### config.mk
export PLATFORM = sky130hd
export DESIGN_NAME = spi_burst_arbiter
export DESIGN_NICKNAME = d
export VERILOG_FILES = /design/src/rtl/spi_burst_arbiter.sv
export SDC_FILE = /design/constraint.sdc
export NUM_CORES = 1
export LEC_CHECK = 0
export ABC_AREA = 1
export CAP_MARGIN = 10
export CORE_MARGIN = 4
export CORE_UTILIZATION = 37
export CTS_CLUSTER_SIZE = 16
export DETAILED_ROUTE_END_ITERATION = 8
export GPL_ROUTABILITY_DRIVEN = 0
export PLACE_DENSITY = 0.77
export SETUP_SLACK_MARGIN = 0.4
export SLEW_MARGIN = 15
export SYNTH_ARGS = -nofsm -noshare
export SYNTH_HDL_FRONTEND = slang
export SYNTH_SLANG_ARGS = --single-unit
### constraint.sdc
create_clock -name i_clk -period 3.6 [get_ports i_clk]
set_clock_uncertainty 0.2 [all_clocks]
set_input_delay 0.9 -clock i_clk [delete_from_list [all_inputs] [get_ports i_clk]]
set_output_delay 0.9 -clock i_clk [all_outputs]
set_load 0.005 [all_outputs]
### src/rtl/spi_burst_arbiter.sv
// Round-robin arbiter sharing one SPI burst-capture engine between NUM_REQ clients.
// Optional watchdog: define SPI_BURST_ARB_TIMEOUT_EN to abort stuck transactions after TIMEOUT_CYCLES.
module spi_burst_arbiter #(
   parameter int          NUM_REQ        = 4,
   parameter int unsigned TIMEOUT_CYCLES = 1000000
) (
   input  logic                 i_clk,
   input  logic                 i_rst,
   input  logic [NUM_REQ-1:0]   i_req,
   input  logic [16*NUM_REQ-1:0] i_req_burst_count,
   input  logic                 i_cap_busy,
   output logic                 o_start,
   output logic [15:0]          o_burst_count,
   output logic [NUM_REQ-1:0]   o_grant,
   output logic [NUM_REQ-1:0]   o_ack,
   output logic                 o_err,
   output logic                 o_busy
);

   localparam int PTR_W = (NUM_REQ > 1) ? $clog2(NUM_REQ) : 1;

   localparam logic [2:0] ST_IDLE      = 3'd0;
   localparam logic [2:0] ST_GRANT     = 3'd1;
   localparam logic [2:0] ST_WAIT_BUSY = 3'd2;
   localparam logic [2:0] ST_WAIT_DONE = 3'd3;
   localparam logic [2:0] ST_RELEASE   = 3'd4;

   if (NUM_REQ < 2 || NUM_REQ > 8 || TIMEOUT_CYCLES == 0) begin : g_bad_param
      $error("spi_burst_arbiter: NUM_REQ must be 2..8 and TIMEOUT_CYCLES nonzero");
   end

   logic [2:0]         state_q, state_d;
   logic [PTR_W-1:0]   ptr_q, ptr_d;
   logic [NUM_REQ-1:0] grant_q, grant_d;
   logic [NUM_REQ-1:0] ack_q, ack_d;
   logic               err_q, err_d;
   logic               start_q, start_d;
   logic               busy_q, busy_d;
   logic [15:0]        count_q, count_d;
   logic               cause_q, cause_d;
`ifdef SPI_BURST_ARB_TIMEOUT_EN
   logic [31:0]        timer_q, timer_d;
`endif

   logic               found;
   logic [PTR_W-1:0]   win_idx;
   logic [PTR_W-1:0]   cand;
   int                 idx;
   logic [15:0]        win_count;
   logic [NUM_REQ-1:0] win_onehot;

   // Search starts one past the last winner so the previous owner is considered last.
   always_comb begin
      found   = 1'b0;
      win_idx = '0;
      idx     = 0;
      cand    = '0;
      for (int i = 1; i <= NUM_REQ; i++) begin
         idx  = (int'(ptr_q) + i) % NUM_REQ;
         cand = PTR_W'(idx);
         if (!found && i_req[cand]) begin
            found   = 1'b1;
            win_idx = cand;
         end
      end
   end

   assign win_count  = i_req_burst_count[{win_idx, 4'b0000} +: 16];
   assign win_onehot = {{(NUM_REQ-1){1'b0}}, 1'b1} << win_idx;

   // Handshake: i_req is a level held by the client until its o_ack pulse and is only
   // sampled in IDLE; o_start and o_ack/o_err are single-cycle pulses.
   always_comb begin
      state_d = state_q;
      ptr_d   = ptr_q;
      grant_d = grant_q;
      count_d = count_q;
      cause_d = cause_q;
`ifdef SPI_BURST_ARB_TIMEOUT_EN
      timer_d = timer_q;
`endif
      case (state_q)
         ST_IDLE: begin
            if (found) begin
               ptr_d   = win_idx;
               grant_d = win_onehot;
               count_d = win_count;
               if (win_count != 16'd0) begin
                  state_d = ST_GRANT;
                  cause_d = 1'b0;
               end else begin
                  state_d = ST_RELEASE;
                  cause_d = 1'b1;
               end
            end
         end
         ST_GRANT: begin
            state_d = ST_WAIT_BUSY;
`ifdef SPI_BURST_ARB_TIMEOUT_EN
            timer_d = '0;
`endif
         end
         ST_WAIT_BUSY, ST_WAIT_DONE: begin
            if (state_q == ST_WAIT_BUSY && i_cap_busy) begin
               state_d = ST_WAIT_DONE;
            end
            if (state_q == ST_WAIT_DONE && !i_cap_busy) begin
               state_d = ST_RELEASE;
            end
`ifdef SPI_BURST_ARB_TIMEOUT_EN
            if (timer_q == 32'(TIMEOUT_CYCLES - 1)) begin
               state_d = ST_RELEASE;
               cause_d = 1'b1;
            end else begin
               timer_d = timer_q + 32'd1;
            end
`endif
         end
         ST_RELEASE: begin
            state_d = ST_IDLE;
            grant_d = '0;
         end
         default: begin
            state_d = ST_IDLE;
            grant_d = '0;
         end
      endcase
   end

   // Pulse outputs are decoded from the next state so they line up with the state they describe.
   always_comb begin
      start_d = (state_d == ST_GRANT);
      ack_d   = (state_d == ST_RELEASE) ? grant_d : '0;
      err_d   = (state_d == ST_RELEASE) && cause_d;
      busy_d  = (state_d != ST_IDLE);
   end

   always_ff @(posedge i_clk) begin
      if (i_rst) begin
         state_q <= ST_IDLE;
         ptr_q   <= PTR_W'(NUM_REQ - 1);
         grant_q <= '0;
         ack_q   <= '0;
         err_q   <= 1'b0;
         start_q <= 1'b0;
         busy_q  <= 1'b0;
         count_q <= '0;
         cause_q <= 1'b0;
`ifdef SPI_BURST_ARB_TIMEOUT_EN
         timer_q <= '0;
`endif
      end else begin
         state_q <= state_d;
         ptr_q   <= ptr_d;
         grant_q <= grant_d;
         ack_q   <= ack_d;
         err_q   <= err_d;
         start_q <= start_d;
         busy_q  <= busy_d;
         count_q <= count_d;
         cause_q <= cause_d;
`ifdef SPI_BURST_ARB_TIMEOUT_EN
         timer_q <= timer_d;
`endif
      end
   end

   assign o_start       = start_q;
   assign o_burst_count = count_q;
   assign o_grant       = grant_q;
   assign o_ack         = ack_q;
   assign o_err         = err_q;
   assign o_busy        = busy_q;

endmodule
==> impl_metrics.json, run 1 <==
{
  "rsz0062_at_grt": "no",
  "dr.pass1.iters": 4,
  "routed-via-count": 2732,
  "drc": 0,
  "path_cells": "dlygate4sd2_1 -> nand2_1 -> nand2_2 -> nand2_2 -> nand2_4 -> nor2_4 -> nand3_4 -> nand2_8 -> nand2_8 -> clkbuf_16 -> nand2_1 -> nand2_1 -> nand2_1 -> nand2_1 -> nor2_2 -> nand2_1 -> nor2_2 -> nand2_1 -> nand2_2 -> nand2_1 -> nand2_1 -> nand3_1",
  "crit_slowest_cell": "dlygate4sd2_1",
  "fin_crit_sh_pct": 84.2,
  "ys_warn_count": 0,
  "period_needed_ns": 3.03,
  "finalSetupViolCount": 0,
  "startpoint_type": "primary input",
  "min_path_type": "reg -> reg",
  "synth_flop_cell": "dfxtp_1",
  "grt_pass1_wl_microns": 11600,
  "ff_latch_area_sq_um": 661,
  "power_switching_mw": 1.95,
  "fp.dieH_microns": 85.9,
  "cp.arrival_ns": 3.00,
  "p_leak_nw": 1.84,
  "num_rows": 28,
  "stdcell_count": 563,
  "worst_pin_slew_ns": 0.553,
  "final-max-slew-violation-count": 0,
  "p_per_area_nw_per_um2": 1070,
  "wl_met3_microns": 590,
  "io_pins": 98,
  "max_cap_viol_count": 0,
  "whs_ns": 0.378,
  "wl_met2_microns": 3900,
  "worstSetupEndpointType": "flip-flop",
  "r2r-start": "ptr_q[0]",
  "path_common_cell": "nand2_1",
  "hpwl_microns": 5440,
  "synth_top_area_share_pct": 29.4,
  "ys_types": 27,
  "cts_sinks": 33,
  "ir_drop_v": 0.000667,
  "core_area_sq_um": 5920,
  "finalHoldViolCount": 0,
  "antenna_cells": 0,
  "die_x_microns": 85.9,
  "initial_core_util_pct": 38.0,
  "fin_util_pct": 60.9,
  "grt_max_degree": 29,
  "slew_headroom_pct": 63.0,
  "p_clk_share_pct": 6.9,
  "routed_via_density": 4.85,
  "antenna_left": 0,
  "grt_pass1_vias": 2647,
  "cts-root-buf": "clkbuf_8",
  "post-place-cells": 548,
  "cts_tree": "done",
  "antenna_found_initial": 0,
  "synth_cells": 384,
  "min_from": "o_burst_count[12]",
  "final_nets": 558,
  "wl_microns": 7610,
  "clockBufferDepth": 2,
  "slowest_delay_ns": 0.25,
  "ys_ff_latch": 33,
  "clkSlewWorstSetupHoldPaths_ns": 0.07,
  "portBuffers": 97,
  "path_class": "in -> reg",
  "synthTopCellsByArea": "dfxtp_1, nand2_1, nor2_1",
  "synth_edf_count": 0,
  "mappedNetlistArea_sq_um": 2250,
  "cp.required_ns": 3.57,
  "drtIter0Drc": 110,
  "postCtsHoldBufs": 0,
  "yosysTopAreaCell": "dfxtp_1",
  "max_freq_mhz": 330,
  "synthToLayoutAreaGrowth_pct": 60.4,
  "die-area_sq_um": 7380,
  "cts_made_buffers": 5,
  "sw_frac_of_total_pct": 50.5,
  "grt_util_all_layers_pct": 19.3,
  "p_seq_share_pct": 15.0,
  "clock_latency_ns": 0.28,
  "wl_per_cell_microns": 13.5,
  "crit_fanout": 9,
  "top_layer": "met4",
  "yosysSeqAreaShare_pct": 29.4,
  "overflow": 0,
  "async_reset_ff_share_pct": 0,
  "htreeDepth": 2,
  "multiInputGateArea_sq_um": 1400,
  "crit_start": "i_req[0]",
  "outcome": "finished clean",
  "wl_met1_microns": 2900,
  "drive_above_1_share_pct": 14.3,
  "intPower_mw": 1.91,
  "nFillCells": 562,
  "syn_area_per_cell_sq_um": 5.85,
  "combPwrFrac_pct": 78.1,
  "synth_nets": 455,
  "tns_ns": 0
}
## synthesized netlist by cell type (all sizes together), types with 2 or more instances
master  number
nor2        57
o21ai       21
nand3       40
o211ai       2
nor3         2
inv         34
buf         13
nand2      169
a21oi        2
dfxtp       33
clkbuf       6
## what timing repair did
| action | 4_1_cts | 5_1_grt |
|---|---|---|
| resized for setup | 7 | 29 |
| buffers inserted | 0 | 2 |
| endpoints found under the setup margin | 4 | 19 |
| pin swaps | 4 | 21 |
| gates cloned | 0 | 5 |
## cells by family after synthesis
family	synth area share, %
buf+inv	12.7
compound gates	6.79
flops	29.4
simple gates	51.1
## path summary, 6_finish.rpt
kind,endpoint,slack [ns],cells after the start
max,o_busy,0.57,22
min,o_burst_count[12],0.38,4
max reg2reg,o_busy,0.74,22
min reg2reg,o_burst_count[12],0.38,4
## through the flow
stage / instance area [sq um] / total power, mW / setup WS, ns
final: 3600 / 3.85 / 0.569
after global placement: 3280 / 3.00 / 0.131
after global routing: 3600 / 4.23 / 0.384
after detailed placement: 3280 / 3.04 / 0.0935
after CTS: 3380 / 3.34 / 0.402
after floorplan: 2250 / 2.32 / 0.818
## layout by cell type (no fill, tap or decap), types with 3 or more instances in the layout
| cell type | netlist | layout |
|---|---|---|
| nand3_1 | 38 | 34 |
| buf_12 | 0 | 3 |
| o21ai_0 | 20 | 20 |
| nand2_2 | 12 | 20 |
| clkbuf_8 | 0 | 5 |
| buf_4 | 2 | 9 |
| inv_1 | 30 | 29 |
| clkdlybuf4s50_1 | 0 | 93 |
| nor2_2 | 2 | 5 |
| nand2_1 | 155 | 144 |
| nor2_1 | 53 | 50 |
| clkbuf_16 | 0 | 4 |
| nand3_2 | 1 | 5 |
| nand2_4 | 2 | 3 |
| dfxtp_1 | 33 | 33 |
## worst max-delay path: cells and delay by family
kind	cells	cell delay, ns
buffers and inverters	2	0.43
AND/OR/NAND/NOR	20	1.66
## registers in the layout (all words and copies together) (netlist names)
signal and flops:
ptr_q 2, o_grant 4, o_busy 1, o_burst_count 16, o_err 1, o_start 1
o_ack 4, state_q 3, cause_q 1
## power by group through the flow
stage          clock network [mW]  logic, mW  registers (mW)
6_report                    0.266       3.01           0.579
3_5_place_dp                    0       2.45           0.584
2_1_floorplan                   0       1.76           0.561
3_3_place_gp                    0       2.42           0.579
4_1_cts                     0.271       2.49           0.578
5_1_grt                     0.294       3.34           0.594
## area by class of cell
class	count	share of cell area (%)
multi-input cells	297	38.8
repair buffers	115	34.1
flip-flops and latches	33	18.3
inverters	35	3.92
well taps	75	2.60
clock buffers	6	2.01
clock inverters	2	0.278
## layer usage
metal  track usage (%)  up-vias
met1              21.2     1234
li1                  -     1386
met2              35.5       91
met5                 0        -
met3              4.71       21
met4              7.19        0
No activity file was read; power rests on OpenSTA's default activity.
==> inputs of run 2 (changes only) <==
- clock period: 3.6 -> 3.15 ns (I/O delays scaled with it)
==> run 2 against run 1 <==
  * Register-to-register slack worse by 0.45 ns
  * Sequential share of layout area down 2.2 points
  * Final cell count up 5.7%
  * First-iteration DRC count up 55%
  * Critical path depth up 1
  * Setup slack worse by 0.32 ns
  * Non-clock buffer count up 32
  * Final area up 15%
==> impl_metrics.json, run 2 (synthesis results as in run 1) <==
{
  "outcome": "finished clean",
  "cts-root-buf": "clkbuf_8",
  "overflow": 0,
  "finalSetupViolCount": 0,
  "min_path_type": "reg -> reg",
  "rsz0062_at_grt": "yes",
  "dpl_cell_area_sq_um": 3380,
  "io_pins": 98,
  "routed-via-count": 2940,
  "largest_reg_flops": 16,
  "routed_via_density": 4.94,
  "cp.required_ns": 3.12,
  "setup_ws_ns": 0.251,
  "dpl_worst_slack_ns": -0.279,
  "grt_max_degree": 29,
  "max_freq_mhz": 345,
  "final_nets": 590,
  "tns_ns": 0,
  "drive_above_1_share_pct": 31.2,
  "antenna_found_initial": 0,
  "clock_latency_ns": 0.29,
  "antenna_cells": 0,
  "cp.arrival_ns": 2.87,
  "dr.pass1.iters": 5,
  "stdcell_area_sq_um": 4130,
  "clkSlewWorstSetupHoldPaths_ns": 0.07,
  "clockBufferDepth": 2,
  "final_cell_mix": "nand2_1, clkdlybuf4s50_1, nand2_2, nor2_1, buf_4",
  "portBuffers": 97,
  "finalHoldViolCount": 0,
  "cts_tree": "done",
  "final_common_cell": "nand2_1",
  "worstSetupEndpointType": "flip-flop",
  "worst_pin_slew_ns": 0.551,
  "grt_util_all_layers_pct": 20.9,
  "synthToLayoutAreaGrowth_pct": 84.0,
  "fin_crit_sh_pct": 92.0,
  "crit_start": "i_req[1]",
  "fin_util_pct": 69.8,
  "path_common_cell": "nand2_2",
  "die_x_microns": 85.9,
  "final-max-slew-violation-count": 0,
  "cts_sinks": 33,
  "core_area_sq_um": 5920,
  "path_cells": "buf_8 -> nand2_4 -> buf_6 -> nand3_2 -> nand2_2 -> nand2_2 -> nand2_4 -> nor2_4 -> nand2_8 -> buf_12 -> buf_16 -> nand3_1 -> nand2_1 -> nand2_2 -> nand2_2 -> nor2_2 -> nand2_2 -> nor2_4 -> nand2_2 -> nand2_2 -> nand2_1 -> nand2_1 -> nand3_1",
  "cts_made_buffers": 5,
  "num_rows": 28,
  "path_class": "in -> reg",
  "crit_buf_inv": 4,
  "crit_family": "simple AND/OR/NAND/NOR gates",
  "slowest_delay_ns": 0.16,
  "wl_per_cell_microns": 14.2,
  "htreeDepth": 2,
  "hpwl_microns": 5490,
  "max_cap_viol_count": 0,
  "r2r-start": "ptr_q[0]",
  "whs_ns": 0.385,
  "crit_slowest_cell": "nor2_4",
  "wl_microns": 8450,
  "p_per_area_nw_per_um2": 1350,
  "initial_core_util_pct": 38.0,
  "crit_fanout": 7,
  "drtIter0Drc": 171,
  "p_leak_nw": 2.06,
  "min_from": "o_burst_count[3]",
  "ir_drop_v": 0.000622,
  "fp.dieH_microns": 85.9,
  "antenna_left": 0,
  "drc": 0,
  "grt_pass1_vias": 2805,
  "startpoint_type": "primary input",
  "slew_headroom_pct": 63.0,
  "die-area_sq_um": 7380,
  "grt_pass1_wl_microns": 12400,
  "period_needed_ns": 2.90,
  "nFillCells": 469
}
==> run 2: cell types whose count changed in the layout (fill, tap and decap cells not counted), moves of 3 or more <==
cell	previous run	this run
buf_16	0	3
buf_4	9	39
buf_6	1	4
clkbuf_16	4	1
nand2_1	144	107
nand2_2	20	42
nand2_4	3	18
nand3_1	34	30
nand3_2	5	8
nor2_1	50	42
nor2_2	5	11
==> run 2: final cells by class <==
class	count	area, sq um	share of cell area (%)
clock buffer	5	68.8	1.66
multi-input combinational	297	1630	39.4
sequential	33	668	16.2
clock inverter	3	17.5	0.424
tap	75	93.8	2.27
inverter	35	149	3.60
timing repair buffer	147	1510	36.4
==> run 2: layer usage <==
metal	GRT usage (%)	wire, microns
met2	39.4	4590
met3	4.23	520
met1	23.0	3110
met4	6.76	226
met5	0	0
==> run 2: path summary, 6_finish.rpt <==
path / to / slack [ns] / depth (start not counted)
hold reg to reg: o_burst_count[3] / 0.39 / 4
hold / removal: o_burst_count[3] / 0.39 / 4
setup reg to reg: o_busy / 0.29 / 23
setup / recovery: o_busy / 0.25 / 23
==> run 2: power breakdown <==
part	switching, mW	leakage, nW	internal, mW
Clock	0.164	0.0439	0.152
Combinational	2.40	1.75	2.17
Sequential	0.114	0.273	0.567
==> run 2: worst register-to-register path, delay by kind of cell (launching register included) <==
| kind | cells | cell delay (ns) |
|---|---|---|
| and+or+nand+nor | 19 | 1.66 |
| DFF | 1 | 0.44 |
| buffers and inverters | 4 | 0.43 |
==> run 2: metrics by stage <==
step	total power, mW	std cells
2_1_floorplan	2.66	384
3_5_place_dp	3.73	559
3_3_place_gp	3.70	559
6_report	5.57	595
5_1_grt	5.98	595
4_1_cts	4.85	586
==> run 2: repair_timing <==
item,CTS,global route
setup endpoints to repair,26,18
buffers inserted,16,8
hold endpoints to repair,0,0
cloned,3,1
hold buffers,0,0
pin swaps,45,52
resized for setup,62,73
==> inputs of run 3 (changes only) <==
- ABC_AREA: 1 -> 0
- PLACE_DENSITY: 0.77 -> 0.79
==> run 3 against run 2 <==
  * Non-clock buffer count down 28
  * Largest power group unchanged
  * Flip-flop and latch count unchanged
  * Clock power down 9.2%
  * Via count down 18%
  * Synthesized area down 8.4%
  * Sequential share of layout area up 3.5 points
  * Final cell count down 27%
==> impl_metrics.json, run 3 <==
{
  "synth.most_common_cell": "nand2_1",
  "crit_buf_inv": 1,
  "antenna_left": 0,
  "cts_sinks": 33,
  "ff_latch_area_sq_um": 661,
  "stdcell_area_sq_um": 3360,
  "grt_util_all_layers_pct": 21.4,
  "cts_tree": "done",
  "num_rows": 26,
  "dr.pass1.iters": 5,
  "rsz0062_at_grt": "yes",
  "p_seq_share_pct": 34.3,
  "yosysTopAreaCell": "dfxtp_1",
  "fin_crit_sh_pct": 86.2,
  "max_cap_viol_count": 0,
  "multiInputGateArea_sq_um": 1360,
  "wl_microns": 7380,
  "clock_latency_ns": 0.28,
  "fp.dieH_microns": 82.6,
  "htreeDepth": 2,
  "drtIter0Drc": 248,
  "crit_family": "simple AND/OR/NAND/NOR gates",
  "dpl_worst_slack_ns": 0.00954,
  "portBuffers": 97,
  "drc": 0,
  "synth_flop_cell": "dfxtp_1",
  "cts_made_buffers": 5,
  "antenna_found_initial": 0,
  "synth_common_cells": "nand2_1, dfxtp_1, a21oi_1",
  "wl_per_cell_microns": 17.1,
  "die_x_microns": 82.6,
  "synth_edf_count": 0,
  "min_path_type": "reg -> reg",
  "path_class": "in -> reg",
  "dpl_cell_area_sq_um": 3140,
  "initial_core_util_pct": 39.3,
  "finalHoldViolCount": 0,
  "p_per_area_nw_per_um2": 447,
  "stdcell_count": 433,
  "cts-root-buf": "clkbuf_8",
  "tns_ns": 0,
  "io_pins": 98,
  "grt_pass1_wl_microns": 11100,
  "setup_ws_ns": 0.433,
  "cp.required_ns": 3.16,
  "largest_reg_flops": 16,
  "finalPower_mw": 1.50,
  "core_area_sq_um": 5240,
  "period_needed_ns": 2.72,
  "worstSetupEndpointType": "flip-flop",
  "fin_util_pct": 64.2,
  "sw_frac_of_total_pct": 34.2,
  "whs_ns": 0.255,
  "postCtsHoldBufs": 0,
  "routed-via-count": 2401,
  "antenna_cells": 0,
  "synthTopCellsByArea": "dfxtp_1, nand2_1, a311o_1",
  "intPower_mw": 0.989,
  "routed_via_density": 5.55,
  "startpoint_type": "primary input",
  "ys_ff_latch": 33,
  "finalSetupViolCount": 0,
  "final_common_cell": "clkdlybuf4s50_1",
  "combPwrFrac_pct": 46.6,
  "max_freq_mhz": 368,
  "final_nets": 435,
  "path_cells": "clkdlybuf4s50_1 -> or4_1 -> nor3_2 -> nand4_1 -> a21oi_2 -> o221ai_4 -> a21oi_2",
  "yosysSeqAreaShare_pct": 32.1,
  "overflow": 0,
  "final_cell_mix": "clkdlybuf4s50_1, nand2_1, dfxtp_1, a21oi_1, buf_4",
  "mappedNetlistArea_sq_um": 2060,
  "synth_top_area_share_pct": 32.1,
  "path_common_cell": "a21oi_2",
  "async_reset_ff_share_pct": 0,
  "die-area_sq_um": 6820,
  "clockBufferDepth": 2,
  "grt_max_degree": 31,
  "synth_nets": 328,
  "p_leak_nw": 1.23,
  "p_clk_share_pct": 19.1,
  "crit_slowest_cell": "or4_1",
  "crit_fanout": 7,
  "grt_pass1_vias": 2290,
  "ys_types": 43,
  "clkSlewWorstSetupHoldPaths_ns": 0.06,
  "synthToLayoutAreaGrowth_pct": 63.3,
  "power_switching_mw": 0.515,
  "outcome": "finished clean",
  "hpwl_microns": 5540,
  "slew_headroom_pct": 74.0,
  "synth_cells": 257,
  "syn_area_per_cell_sq_um": 8.01,
  "drive_above_1_share_pct": 16.0,
  "nFillCells": 443,
  "ir_drop_v": 0.000338,
  "cp.arrival_ns": 2.73,
  "slowest_delay_ns": 0.57,
  "final-max-slew-violation-count": 0,
  "worst_pin_slew_ns": 0.391,
  "ys_warn_count": 0,
  "post-place-cells": 420
}
==> run 3: cell count changes after synthesis, moves of 15 or more <==
cell / before / now
a211oi_1: 0 / 15
a21oi_1: 2 / 24
a311o_1: 0 / 15
inv_1: 30 / 0
nand2_1: 155 / 57
nand3_1: 38 / 3
nor2_1: 53 / 14
o21ai_0: 20 / 1
==> run 3: kinds of logic after synthesis <==
logic type             count (synthesis)  synth area share (%)
buffers and inverters                 19                  6.01
flip-flops                            33                  32.1
AO/OA/AOI/OAI                         91                  34.5
AND/OR/NAND/NOR                      114                  27.4
==> run 3: cell type report <==
class / count / area share [%]
sequential: 33 / 19.6
clock inverter: 1 / 0.149
clock buffer: 5 / 2.05
multi-input combinational: 205 / 40.5
timing repair buffer: 119 / 35.1
tap: 70 / 2.60
==> run 3: timing repair <==
action | in CTS | in global routing
setup buffers | 3 | 3
cloned | 0 | 1
resized for setup | 5 | 21
pin swaps | 3 | 13
endpoints found under the setup margin | 23 | 24
==> run 3: tightest hold or removal path: cells and delay by family, from the launching register on <==
family	cells	cell delay, ns
flops	1	0.31
compound gates	1	0.05
simple gates	1	0.05
==> run 3: worst paths after layout <==
kind | startpoint | to | slack [ns] | depth (start not counted)
setup / recovery | i_req_burst_count[54] | o_err | 0.43 | 7
setup reg to reg | ptr_q[0] | o_err | 1.00 | 7
hold / removal | o_burst_count[7] | o_burst_count[7] | 0.26 | 2
hold reg to reg | o_burst_count[7] | o_burst_count[7] | 0.26 | 2
==> run 3: power groups by stage <==
stage / Combinational, mW / Sequential [mW] / Clock [mW]
3_3_place_gp: 0.639 / 0.522 / 0
3_5_place_dp: 0.647 / 0.522 / 0
5_1_grt: 0.754 / 0.524 / 0.308
4_1_cts: 0.665 / 0.515 / 0.292
6_report: 0.700 / 0.516 / 0.287
2_1_floorplan: 0.351 / 0.519 / 0
==> run 3: per-layer routing <==
metal	up-vias	wire length [microns]	share of wire (%)	global-route usage [%]
li1	1169	-	-	-
met1	1105	3230	44	30.9
met2	117	3390	46	32.5
met3	10	654	8.9	3.80
met4	0	110	1.5	5.72
met5	-	0	0	0
